--- src/rtl/spi_reg_sequencer.sv ---
`default_nettype none
// ============================================================================
// Module      : spi_reg_sequencer
// Description : Byte-level command controller between an SPI slave shifter
//               and a small bank of 8-bit control registers. Each chip-select
//               frame is a command byte (bit 7 = read, bits 6:0 = address)
//               followed by data bytes, with address auto-increment.
// Revision    : 1.0 - initial release
// ============================================================================
module spi_reg_sequencer #(
  parameter int         NREG      = 4,
  parameter logic [7:0] SYNC_BYTE = 8'hA5
) (
  input  logic              clk,
  input  logic              reset_n,
  input  logic              cs_active,
  input  logic              rx_valid,
  input  logic [7:0]        rx_byte,
  output logic [7:0]        tx_byte,
  output logic              tx_load,
  output logic [8*NREG-1:0] regs,
  output logic              led,
  output logic              busy,
  output logic              err
);

  localparam logic [1:0] c_IDLE  = 2'd0;
  localparam logic [1:0] c_CMD   = 2'd1;
  localparam logic [1:0] c_WRITE = 2'd2;
  localparam logic [1:0] c_READ  = 2'd3;

  // Register count as an 8-bit value so it can be compared against a
  // zero-extended 7-bit address (NREG may be 128).
  localparam logic [7:0] c_NREG8 = 8'(NREG);

  logic [1:0]           r_state;
  logic [1:0]           w_state_next;
  logic                 r_cs_prev;
  logic [6:0]           r_addr;
  logic [NREG-1:0][7:0] r_regs;
  logic [7:0]           r_tx_byte;
  logic                 r_tx_load;
  logic                 r_err;

  logic                 w_cs_rise;
  logic [6:0]           w_addr_inc;
  logic                 w_wr_ok;
  logic [6:0]           w_rd_addr;
  logic                 w_rd_ok;
  logic [7:0]           w_rd_data;
  logic                 w_busy;

  assign w_cs_rise  = cs_active & ~r_cs_prev;
  assign w_addr_inc = r_addr + 7'd1;
  assign w_wr_ok    = {1'b0, r_addr} < c_NREG8;

  // Chip-select history for edge detection. Resets to 1 so that a chip
  // select already held high when reset releases does not start a frame.
  always_ff @(posedge clk or negedge reset_n) begin
    if (!reset_n) begin
      r_cs_prev <= 1'b1;
    end else begin
      r_cs_prev <= cs_active;
    end
  end

  // State register.
  always_ff @(posedge clk or negedge reset_n) begin
    if (!reset_n) begin
      r_state <= c_IDLE;
    end else begin
      r_state <= w_state_next;
    end
  end

  // Next-state logic: a byte arriving together with chip-select release is
  // still consumed by the datapath, the FSM simply returns to IDLE.
  always_comb begin
    w_state_next = r_state;
    case (r_state)
      c_IDLE: begin
        if (w_cs_rise) begin
          w_state_next = c_CMD;
        end
      end
      c_CMD: begin
        if (!cs_active) begin
          w_state_next = c_IDLE;
        end else if (rx_valid) begin
          w_state_next = rx_byte[7] ? c_READ : c_WRITE;
        end
      end
      c_WRITE, c_READ: begin
        if (!cs_active) begin
          w_state_next = c_IDLE;
        end
      end
      default: w_state_next = c_IDLE;
    endcase
  end

  // Output decode from state.
  always_comb begin
    w_busy = (r_state != c_IDLE);
  end

  // Read-reply mux: in CMD the address comes straight from the command
  // byte, in READ it is the next sequential address. Unmapped reads 8'hFF.
  always_comb begin
    w_rd_addr = (r_state == c_CMD) ? rx_byte[6:0] : w_addr_inc;
    w_rd_ok   = {1'b0, w_rd_addr} < c_NREG8;
    w_rd_data = 8'hFF;
    for (int i = 0; i < NREG; i++) begin
      if (w_rd_addr == 7'(i)) begin
        w_rd_data = r_regs[i];
      end
    end
  end

  // Datapath: register bank, address pointer, reply byte and sticky error.
  always_ff @(posedge clk or negedge reset_n) begin
    if (!reset_n) begin
      r_addr    <= 7'd0;
      r_regs    <= '0;
      r_tx_byte <= 8'h00;
      r_tx_load <= 1'b0;
      r_err     <= 1'b0;
    end else begin
      r_tx_load <= 1'b0;
      case (r_state)
        c_IDLE: begin
          if (w_cs_rise) begin
            r_err     <= 1'b0;
            r_tx_byte <= SYNC_BYTE;
            r_tx_load <= 1'b1;
          end
        end
        c_CMD: begin
          if (rx_valid) begin
            r_addr <= rx_byte[6:0];
            if (rx_byte[7]) begin
              r_tx_byte <= w_rd_data;
              r_tx_load <= 1'b1;
              if (!w_rd_ok) begin
                r_err <= 1'b1;
              end
            end
          end
        end
        c_WRITE: begin
          if (rx_valid) begin
            if (w_wr_ok) begin
              for (int i = 0; i < NREG; i++) begin
                if (r_addr == 7'(i)) begin
                  r_regs[i] <= rx_byte;
                end
              end
            end else begin
              r_err <= 1'b1;
            end
            r_addr <= w_addr_inc;
          end
        end
        c_READ: begin
          if (rx_valid) begin
            r_addr    <= w_addr_inc;
            r_tx_byte <= w_rd_data;
            r_tx_load <= 1'b1;
            if (!w_rd_ok) begin
              r_err <= 1'b1;
            end
          end
        end
        default: begin
          r_tx_load <= 1'b0;
        end
      endcase
    end
  end

  assign regs    = r_regs;
  assign led     = r_regs[0][0];
  assign tx_byte = r_tx_byte;
  assign tx_load = r_tx_load;
  assign busy    = w_busy;
  assign err     = r_err;

endmodule
`default_nettype wire

--- config.mk ---
export PLATFORM = sky130hd
export DESIGN_NAME = spi_reg_sequencer
export DESIGN_NICKNAME = d
export VERILOG_FILES = /design/src/rtl/spi_reg_sequencer.sv
export SDC_FILE = /design/constraint.sdc
export NUM_CORES = 1
export LEC_CHECK = 0
export ABC_CLOCK_PERIOD_IN_PS = 2600
export CORE_MARGIN = 2
export CORE_UTILIZATION = 40
export CTS_CLUSTER_SIZE = 16
export DETAILED_ROUTE_END_ITERATION = 10
export DONT_BUFFER_PORTS = 1
export PLACE_DENSITY = 0.64
export SLEW_MARGIN = 20
export SYNTH_ARGS = -nofsm -noshare
export SYNTH_HDL_FRONTEND = slang
export SYNTH_SLANG_ARGS = --single-unit
--- constraint.sdc ---
create_clock -name clk -period 2.6 [get_ports clk]
set_input_delay 0.39 -clock clk [delete_from_list [all_inputs] [get_ports clk]]
set_output_delay 0.39 -clock clk [all_outputs]
set_load 0.01 [all_outputs]
==> metrics.md, run 1 <==
| Metric | Value |
|---|---|
| Flop pwr share | 49.2% |
| CP arrival | 2380 ps |
| Finished Cell Area | 0.00303 sq mm |
| Cell area after synthesis | 0.00281 sq mm |
| Final Skew | 8.89 ps |
| Clock transition at path regs | 90 ps |
| Tmin final | 2210 ps |
| Starting density of the core | 41.4% |
| Fmax | 0.453 GHz |
| Vias | 1813 |
| DR WL/cell | 19.9 um |
| Final cell count without fillers | 323 |
| Setup-failing EPs final | 0 |
| Fill count | 634 |
| Placed cell count | 313 |
| Post-CTS Resized | 0 |
| Crit share post-route | 84.8% |
| Num ports | 56 |
| Switching share of power | 36.5% |
| Total CTS buffers | 5 |
| Initial antenna violation count | 0 |
| Post-synth top flop | dfrtp_1 |
| Reg2reg path depth | 6 |
| Vias in the first global route | 1836 |
| Inserted Diodes | 0 |
| Share of cells above drive strength 1 | 27.3% |
| FP Rows | 30 |
| Sequential fraction of the synthesis area | 46.3% |
| Worst reg2reg endpoint | tx_byte[7]$_DFFE_PN0P_ |
| Reg2Reg Launch Point | r_addr[0]$_DFFE_PN0P_ |
| Total count of hold-check failures in the final report | 0 |
| Synthesized area per cell | 12.6 sq um |
| Cells along the critical path | ha_1 -> nand2_1 -> o31ai_1 -> nor2b_1 -> a211oi_1 -> a21oi_1 |
| Register bit count reported by yosys | 52 |
| Core area | 0.00679 sq mm |
| Worst slew margin | 59.2% |
| Crit path capture type | register |
| Cell taking the most area after synthesis | dfrtp_1 |
| Detail Placement HPWL | 4580 um |
| Gpl congestion | 0.839 |
| Final wirelength | 6420 um |
| Layout area overhead | 7.66% |
| Antenna-violating nets left | 0 |
| Most common cell after layout, fill and taps aside | dfrtp_1 |
| Clock Root Buffer | clkbuf_8 |
| CP Buf/Inv Count | 0 |
| H-Tree Level Count | 2 |
| Port-buffer cells | 0 |
| Nets | 242 |
| Worst-Margin Slew | 609 ps |
| Warnings, synthesis | 0 |
| Die Area | 0.00771 sq mm |
| Clk network pwr share | 21.3% |
| Final Slew Violations | 0 |
| Die Height | 87.8 um |
| Power after layout | 2.20 mW |
| Unique masters post-synth | 49 |
| Switching pwr | 801 uW |
| RSZ-0062 raised after global routing | false |
| Hold_sp | cs_active |
| Vias per cell | 5.61 |
| Setup Crit Path Kind | reg -> reg |
| Top delay family on crit path | compound AO/OA/AOI/OAI gates |
| Stages on worst setup path | 6 |
| Slowest-stage cell, CP | dfrtp_1 |
| Fin Hold WS | 67.5 ps |
| Worst Path Required | 2770 ps |
| CTS tree | built |
| Pwr per Cell Area | 726 mW/mm^2 |
| Most frequent cells in the layout | dfrtp_1, mux2_4, a21oi_1 |
| Worst setup path endpoint | tx_byte[7]$_DFFE_PN0P_ |
| Synth async-reset ratio | 100% |
| Initial drt markers | 126 |
| Share of the synthesized area in the top cell type | 45.4% |
| Largest net degree at the start of global routing | 53 |
| Post-Syn Nets | 239 |
| Worst min-delay path category | in -> reg |
| DR pass1 iterations | 4 |
| Max_cap viols | 0 |
| Post-synth EDFFs | 0 |
| First-pass GRT wire length | 10300 um |
| Post-CTS setup buffers | 0 |
| Internal Power | 1.39 mW |
| Top fanout value on the critical path | 10 |
| Hold Buf Count CTS | 2 |
| Worst setup path startpoint | r_addr[0]$_DFFE_PN0P_ |
| Tot GR Track Use | 17.8% |
| Outcome | finished clean |
| Placed Instance Area | 0.00290 sq mm |
| Critical path launch point type | register |
| Reg2Reg Setup Slack | 390 ps |
| Worst-Skew Late Latency | 320 ps |
| Die width | 87.8 um |
| Pleak | 1.40 nW |
| Combinational Power Share | 29.6% |
| Max IR drop VDD | 0.415 mV |
| Fin Setup TNS | 0 ps |
| Drc violations | 0 |
| Sink Count | 52 |
| Slowest stage delay, CP | 540 ps |
| Top cells by area, synth | dfrtp_1, mux2_4, mux2i_1, nand2_8, a21oi_1 |
| Mapped Cells | 223 |
| Clock tree buffer depth | 2 |
| Grt ovf | 0 |
==> worst min-delay path by stage <==
stage	to	slack, ps	cells after the start
final	r_cs_prev$_DFF_PN1_	70	0
after detailed placement	r_state[0]$_DFFE_PN0P_	100	0
after CTS	r_cs_prev$_DFF_PN1_	60	0
after global placement	r_state[1]$_DFFE_PN0P_	100	0
after global routing	r_cs_prev$_DFF_PN1_	50	0
after floorplan	err$_DFFE_PN0P_	90	0
==> metrics by stage <==
| step | util, % | setup WS (ps) |
|---|---|---|
| after floorplan | - | 694 |
| after global placement | 42.7 | 529 |
| after detailed placement | 42.7 | 392 |
| after CTS | 44.5 | 376 |
| after global routing | 44.5 | 103 |
| final | 44.5 | 395 |
==> power groups by stage <==
stage	Clock [mW]	Combinational, mW	Sequential [mW]
after global placement	0	0.618	1.09
after detailed placement	0	0.629	1.09
after floorplan	0	0.539	1.02
after global routing	0.515	0.712	1.10
after CTS	0.483	0.651	1.08
final	0.467	0.649	1.08
==> flip-flops by register name, indices dropped and copies added, names as in the netlist <==
register   count
r_addr         7
regs          31
tx_load        1
r_state        2
tx_byte        8
led            1
r_cs_prev      1
err            1
==> cell usage after synthesis (2+ instances only) <==
| cell | number |
|---|---|
| mux2_4 | 32 |
| nor3_1 | 2 |
| ha_1 | 4 |
| nor2_1 | 6 |
| dfrtp_1 | 51 |
| a211o_1 | 5 |
| and3_2 | 2 |
| buf_6 | 2 |
| nand2_1 | 6 |
| o211ai_1 | 2 |
| mux2_2 | 4 |
| inv_1 | 5 |
| nand3_1 | 10 |
| and2_1 | 2 |
| o22ai_1 | 9 |
| and3_1 | 2 |
| mux2i_1 | 14 |
| clkbuf_1 | 4 |
| nand2_8 | 4 |
| o21ai_0 | 8 |
| or3_1 | 2 |
| nand4_1 | 2 |
| nand3b_1 | 2 |
| nor2b_1 | 3 |
| a31oi_1 | 3 |
| a21oi_1 | 14 |
==> worst register-to-register path, cell delays in order (launching register included) <==
cell,delay (ps)
dfrtp_1,540
ha_1,420
nand2_1,100
o31ai_1,320
nor2b_1,90
a211oi_1,490
a21oi_1,120
==> final cells by class <==
class                           instances  area [sq um]  area share [%]
Sequential cell                        52          1300            43.1
Multi-Input combinational cell        155          1410            46.7
Inverter                                6          22.5           0.744
Tap cell                               96           120            3.97
Clock buffer                            6          72.6            2.40
Clock inverter                          2          16.3           0.538
Timing Repair Buffer                    6          80.1            2.65
==> kinds of logic after synthesis <==
kind of cell	Yosys count	share of synthesized area, %
buffers and inverters	16	3.56
flip-flops	52	46.3
multiplexers	50	23.7
AO/OA/AOI/OAI	48	10.7
adder cells (fa/ha/maj)	4	1.78
AND/OR/NAND/NOR	53	13.9
==> layer usage <==
| metal | global-route usage [%] | part of all wire (%) | vias up |
|---|---|---|---|
| li1 | - | - | 834 |
| met1 | 24.7 | 46 | 920 |
| met2 | 26.7 | 46 | 51 |
| met3 | 5.00 | 6.0 | 8 |
| met4 | 6.29 | 1.3 | 0 |
| met5 | 0 | 0 | - |
Power figures use the tool's default switching activity.
==> run 2, diff against run 1 <==
--- a/config.mk
+++ b/config.mk
@@ -5,13 +5,13 @@
 export SDC_FILE = /design/constraint.sdc
 export NUM_CORES = 1
 export LEC_CHECK = 0
-export ABC_CLOCK_PERIOD_IN_PS = 2600
+export ABC_CLOCK_PERIOD_IN_PS = 2000
 export CORE_MARGIN = 2
 export CORE_UTILIZATION = 40
 export CTS_CLUSTER_SIZE = 16
 export DETAILED_ROUTE_END_ITERATION = 10
 export DONT_BUFFER_PORTS = 1
-export PLACE_DENSITY = 0.64
+export PLACE_DENSITY = 0.66
 export SLEW_MARGIN = 20
 export SYNTH_ARGS = -nofsm -noshare
 export SYNTH_HDL_FRONTEND = slang
==> constraint.sdc (replaced) <==
create_clock -name clk -period 2 [get_ports clk]
set_input_delay 0.3 -clock clk [delete_from_list [all_inputs] [get_ports clk]]
set_output_delay 0.3 -clock clk [all_outputs]
set_load 0.01 [all_outputs]
==> metrics.md, run 2 (same netlist as run 1, synthesis figures left out) <==
| Metric | Value |
|---|---|
| Outcome | finished clean |
| Final Slew Violations | 0 (unchanged) |
| Max_cap viols | 0 (unchanged) |
| Fin Hold WS | 115 ps (+47.7 ps) |
| Worst min-delay path category | in -> reg |
| Layout area overhead | 11.8% |
| Drc violations | 0 (unchanged) |
| Total count of hold-check failures in the final report | 0 (unchanged) |
| Worst slew margin | 77.1% (+18 points) |
| Power after layout | 3.04 mW (+38%) |
| Finished Cell Area | 0.00314 sq mm (+3.8%) |
| Largest net degree at the start of global routing | 53 (unchanged) |
| Setup Crit Path Kind | reg -> reg |
| H-Tree Level Count | 2 (unchanged) |
| DR WL/cell | 20.6 um (+3.7%) |
| Reg2Reg Setup Slack | 90 ps (-310 ps) |
| Final wirelength | 6950 um (+8.2%) |
| Worst-Skew Late Latency | 320 ps (about the same) |
| Pwr per Cell Area | 967 mW/mm^2 (+33%) |
| Grt ovf | 0 (unchanged) |
| WHS Endpoint | regs[5]$_DFFE_PN0P_ |
| Die Height | 87.8 um (unchanged) |
| Reg2Reg Launch Point | r_addr[6]$_DFFE_PN0P_ |
| Min-Delay Path Depth | 1 (+1) |
| Vias | 1891 (+4.3%) |
| DR pass1 iterations | 4 (unchanged) |
| Max IR drop VDD | 0.498 mV (+20%) |
| Reg2reg path depth | 5 (-1) |
| Slowest-stage cell, CP | dfrtp_2 |
| Clock Root Buffer | clkbuf_8 |
| Top fanout value on the critical path | 8 (-2) |
| Share of cells above drive strength 1 | 32.4% (+5.1 points) |
| CTS tree | built |
| Inserted Diodes | 0 (unchanged) |
| Core area | 0.00679 sq mm (unchanged) |
| Most common cell after layout, fill and taps aside | dfrtp_1 |
| Critical path launch point type | register |
| Fin Setup TNS | 0 ps (unchanged) |
| Starting density of the core | 41.4% (unchanged) |
| Worst-Margin Slew | 339 ps (-271 ps) |
| Gpl congestion | 0.891 (+6.1%) |
| RSZ-0062 raised after global routing | false |
| Crit path capture type | register |
| Fmax | 0.523 GHz (+15%) |
| Initial antenna violation count | 0 (unchanged) |
| Slowest stage delay, CP | 450 ps (-90 ps) |
| Sink Count | 52 (unchanged) |
| Most frequent cells in the layout | dfrtp_1, mux2_4, buf_4 |
| Die Area | 0.00771 sq mm (unchanged) |
| Detail Placement HPWL | 4830 um (+5.3%) |
| Worst reg2reg endpoint | regs[7]$_DFFE_PN0P_ |
| Initial drt markers | 106 (-16%) |
| Antenna-violating nets left | 0 (unchanged) |
| Pleak | 1.46 nW (+4.8%) |
| Crit share post-route | 95.6% (+11 points) |
| Total CTS buffers | 5 (unchanged) |
| Tot GR Track Use | 19.7% (+1.8 points) |
| Hold_sp | rx_byte[5] |
| Cells along the critical path | or3_4 -> nor4_4 -> and3_4 -> nand2_8 -> mux2_4 |
| FP Rows | 30 (unchanged) |
| Tmin final | 1910 ps (-293 ps) |
| Die width | 87.8 um (unchanged) |
| Clock tree buffer depth | 2 (unchanged) |
| Num ports | 56 (unchanged) |
| Placed Instance Area | 0.00300 sq mm (+3.4%) |
| Clock transition at path regs | 100 ps (about the same) |
| Fill count | 626 (-1.3%) |
| Nets | 256 (+5.8%) |
| Port-buffer cells | 0 (unchanged) |
| First-pass GRT wire length | 11500 um (+12%) |
| Worst Path Required | 2210 ps (-560 ps) |
| Vias per cell | 5.61 (about the same) |
| Final Skew | 10.4 ps (+1.49 ps) |
| Number of flip-flops in the largest register | 31 (unchanged) |
| Vias in the first global route | 2042 (+11%) |
| CP arrival | 2120 ps (-260 ps) |
| Setup-failing EPs final | 0 (unchanged) |
run 2: routing by layer:
| metal | global-route usage [%] | vias up | share of wire, % |
|---|---|---|---|
| li1 | - | 859 | - |
| met3 | 5.28 | 15 | 6.9 |
| met1 | 26.5 | 956 | 44 |
| met4 | 7.55 | 0 | 2.2 |
| met5 | 0 | - | 0 |
| met2 | 30.4 | 61 | 47 |
run 2: what timing repair did:
item / in CTS / in global routing
endpoints found under the setup margin: 0 / 11
buffers inserted: 0 / 0
hold endpoints to repair: 53 / 0
gates resized for setup: 0 / 3
hold buffers: 3 / 0
run 2: final cells by class:
class	instances	area (sq um)	area share (%)
Timing Repair Buffer	20	188	5.97
Clock buffer	6	72.6	2.31
Tap cell	96	120	3.82
Clock inverter	2	16.3	0.518
Sequential cell	52	1300	41.5
Multi-Input combinational cell	155	1420	45.2
Inverter	6	22.5	0.717
run 2: worst max-delay path: cells and delay by family, from the launching register on:
family	cells	cell delay (ps)
muxes	1	320
DFF	1	450
and+or+nand+nor	4	1040
run 2: how the worst max path moves through the flow:
stage                          start                      to  cells after the start
2_1_floorplan  r_addr[0]$_DFFE_PN0P_  tx_byte[0]$_DFFE_PN0P_                      5
3_3_place_gp   r_addr[4]$_DFFE_PN0P_    regs[14]$_DFFE_PN0P_                      5
3_5_place_dp   r_addr[6]$_DFFE_PN0P_     regs[6]$_DFFE_PN0P_                      5
4_1_cts        r_addr[6]$_DFFE_PN0P_     regs[7]$_DFFE_PN0P_                      5
5_1_grt        r_addr[6]$_DFFE_PN0P_     regs[7]$_DFFE_PN0P_                      5
6_report       r_addr[6]$_DFFE_PN0P_     regs[7]$_DFFE_PN0P_                      5
run 2: through the flow:
| step | utilization (%) | std cells | setup slack [ps] |
|---|---|---|---|
| 2_1_floorplan | - | 223 | 94.1 |
| 5_1_grt | 46.2 | 337 | 7.07 |
| 6_report | 46.2 | 337 | 87.6 |
| 3_3_place_gp | 44.1 | 326 | 135 |
| 3_5_place_dp | 44.1 | 326 | 107 |
| 4_1_cts | 46.1 | 337 | 89.6 |
run 2: where the power goes:
part | internal (mW) | switching (mW) | leakage (nW)
Combinational | 0.498 | 0.546 | 0.750
Sequential | 1.18 | 0.187 | 0.673
Clock | 0.250 | 0.382 | 0.0414
==> run 3, diff against run 2 <==
--- a/config.mk
+++ b/config.mk
@@ -11,7 +11,6 @@
 export CTS_CLUSTER_SIZE = 16
 export DETAILED_ROUTE_END_ITERATION = 10
 export DONT_BUFFER_PORTS = 1
-export PLACE_DENSITY = 0.66
 export SLEW_MARGIN = 20
 export SYNTH_ARGS = -nofsm -noshare
 export SYNTH_HDL_FRONTEND = slang
==> metrics.md, run 3 (same netlist as run 1, synthesis figures left out) <==
| Metric | Value |
|---|---|
| Critical path launch point type | register |
| Die Height | 87.8 um (unchanged) |
| Antenna-violating nets left | 0 (unchanged) |
| Detail Placement HPWL | 4660 um (-3.4%) |
| Tmin final | 1910 ps (+2.17 ps) |
| Top fanout value on the critical path | 7 (-1) |
| Largest net degree at the start of global routing | 53 (unchanged) |
| Setup Crit Path Kind | reg -> reg |
| RSZ-0062 raised after global routing | false |
| Nets | 254 (-0.78%) |
| Total CTS buffers | 5 (unchanged) |
| Clock tree buffer depth | 2 (unchanged) |
| Drc violations | 0 (unchanged) |
| Cells along the critical path | or2_2 -> or3b_1 -> and2_1 -> inv_2 -> nor2_1 -> a21oi_1 |
| Max_cap viols | 0 (unchanged) |
| Tot GR Track Use | 17.6% (-2.1 points) |
| Worst Path Required | 2230 ps (+20 ps) |
| Final worst slack | 85.5 ps (-2.17 ps) |
| Crit path capture type | register |
| Final cell count without fillers | 334 (-0.89%) |
| CP arrival | 2140 ps (+20 ps) |
| Fmax | 0.522 GHz (-0.11%) |
| DR WL/cell | 20.2 um (-1.8%) |
| Final Slew Violations | 0 (unchanged) |
| Most common cell after layout, fill and taps aside | dfrtp_1 |
| Vias in the first global route | 1746 (-14%) |
| Worst-Margin Slew | 322 ps (-16.2 ps) |
| DR pass1 iterations | 4 (unchanged) |
| Initial antenna violation count | 0 (unchanged) |
| Gpl congestion | 0.757 (-15%) |
| Grt ovf | 0 (unchanged) |
| Most frequent cells in the layout | dfrtp_1, mux2_4, a21oi_1 |
| Worst-Skew Late Latency | 300 ps (-20 ps) |
| Starting density of the core | 41.4% (unchanged) |
| FP Rows | 30 (unchanged) |
| Num ports | 56 (unchanged) |
| Initial drt markers | 113 (+6.6%) |
| Pleak | 1.48 nW (+0.94%) |
| Worst min-delay path category | in -> reg |
| Final wirelength | 6760 um (-2.7%) |
| Power after layout | 3.22 mW (+6.1%) |
| Die Area | 0.00771 sq mm (unchanged) |
| Worst slew margin | 78.5% (+1.4 points) |
| Vias | 1840 (-2.7%) |
| Number of flip-flops in the largest register | 31 (unchanged) |
| Slowest-stage cell, CP | dfrtp_1 |
| Port-buffer cells | 0 (unchanged) |
| Core area | 0.00679 sq mm (unchanged) |
| Pre-CTS WS | 62.0 ps (-45.1 ps) |
| Slowest stage delay, CP | 460 ps (about the same) |
| Vias per cell | 5.51 (-1.8%) |
| Clock Root Buffer | clkbuf_8 |
| Pwr per Cell Area | 1020 mW/mm^2 (+5.0%) |
| Layout area overhead | 13.0% |
| H-Tree Level Count | 2 (unchanged) |
| Post-CTS setup buffers | 0 (unchanged) |
| Clock transition at path regs | 90 ps (about the same) |
| Final Skew | 6.48 ps (-3.89 ps) |
| Share of cells above drive strength 1 | 31.5% (-0.85 points) |
| Sink Count | 52 (unchanged) |
| Crit share post-route | 95.7% (+0.11 points) |
| Inserted Diodes | 0 (unchanged) |
| CTS tree | built |
| Fin Setup TNS | 0 ps (unchanged) |
| Die width | 87.8 um (unchanged) |
| Max IR drop VDD | 0.430 mV (-14%) |
| Outcome | finished clean |
| First-pass GRT wire length | 10300 um (-11%) |
| Setup-failing EPs final | 0 (unchanged) |
| Total count of hold-check failures in the final report | 0 (unchanged) |
| Placed cell count | 324 (-0.61%) |
run 3: metrics by stage:
step	area (sq um)	util (%)	hold WS (ps)
2_1_floorplan	2810	-	4.41
3_3_place_gp	2990	44.1	5.55
3_5_place_dp	2990	44.1	5.88
4_1_cts	3170	46.7	125
5_1_grt	3170	46.7	116
6_report	3170	46.7	131
run 3: critical path: cells and delay by family (launching register included):
kind,cells,cell delay [ps]
buf+inv,1,160
compound gates,1,130
simple gates,4,1100
flops,1,460
run 3: path summary, 6_finish.rpt:
check / from / endpoint / slack (ps) / depth (start not counted)
min in group asynchronous: reset_n / regs[4]$_DFFE_PN0P_ / 510 / 2
worst min-delay path: cs_active / r_state[0]$_DFFE_PN0P_ / 130 / 1
max in group asynchronous: reset_n / r_cs_prev$_DFF_PN1_ / 1180 / 2
worst max register to register: r_state[0]$_DFFE_PN0P_ / tx_byte[2]$_DFFE_PN0P_ / 90 / 6
worst max-delay path: r_state[0]$_DFFE_PN0P_ / tx_byte[2]$_DFFE_PN0P_ / 90 / 6
worst min register to register: tx_byte[1]$_DFFE_PN0P_ / tx_byte[1]$_DFFE_PN0P_ / 580 / 2
run 3: timing repair:
action	4_1_cts	5_1_grt
endpoints found under the hold margin	53	0
hold buffers	3	0
gates resized for setup	0	2
setup endpoints to repair	0	8
run 3: metal layers:
layer / vias up / global-route usage, % / wire length, um
li1: 853 / - / -
met1: 925 / 23.8 / 3110
met2: 60 / 28.4 / 3270
met3: 2 / 4.52 / 337
met4: 0 / 4.20 / 33
met5: - / 0 / 0
run 3: where the power goes:
part / internal (mW) / leakage (nW) / switching (mW) / total (mW)
Clock: 0.493 / 0.0642 / 0.342 / 0.835
Sequential: 1.18 / 0.673 / 0.190 / 1.37
Combinational: 0.493 / 0.740 / 0.531 / 1.02
Total: 2.16 / 1.48 / 1.06 / 3.22
run 3: cell type report:
class / count / area (sq um)
Fill cell: 600 / 3620
Clock inverter: 2 / 60.1
Timing Repair Buffer: 18 / 185
Inverter: 6 / 22.5
Sequential cell: 52 / 1300
Clock buffer: 5 / 68.8
Tap cell: 96 / 120
Multi-Input combinational cell: 155 / 1410
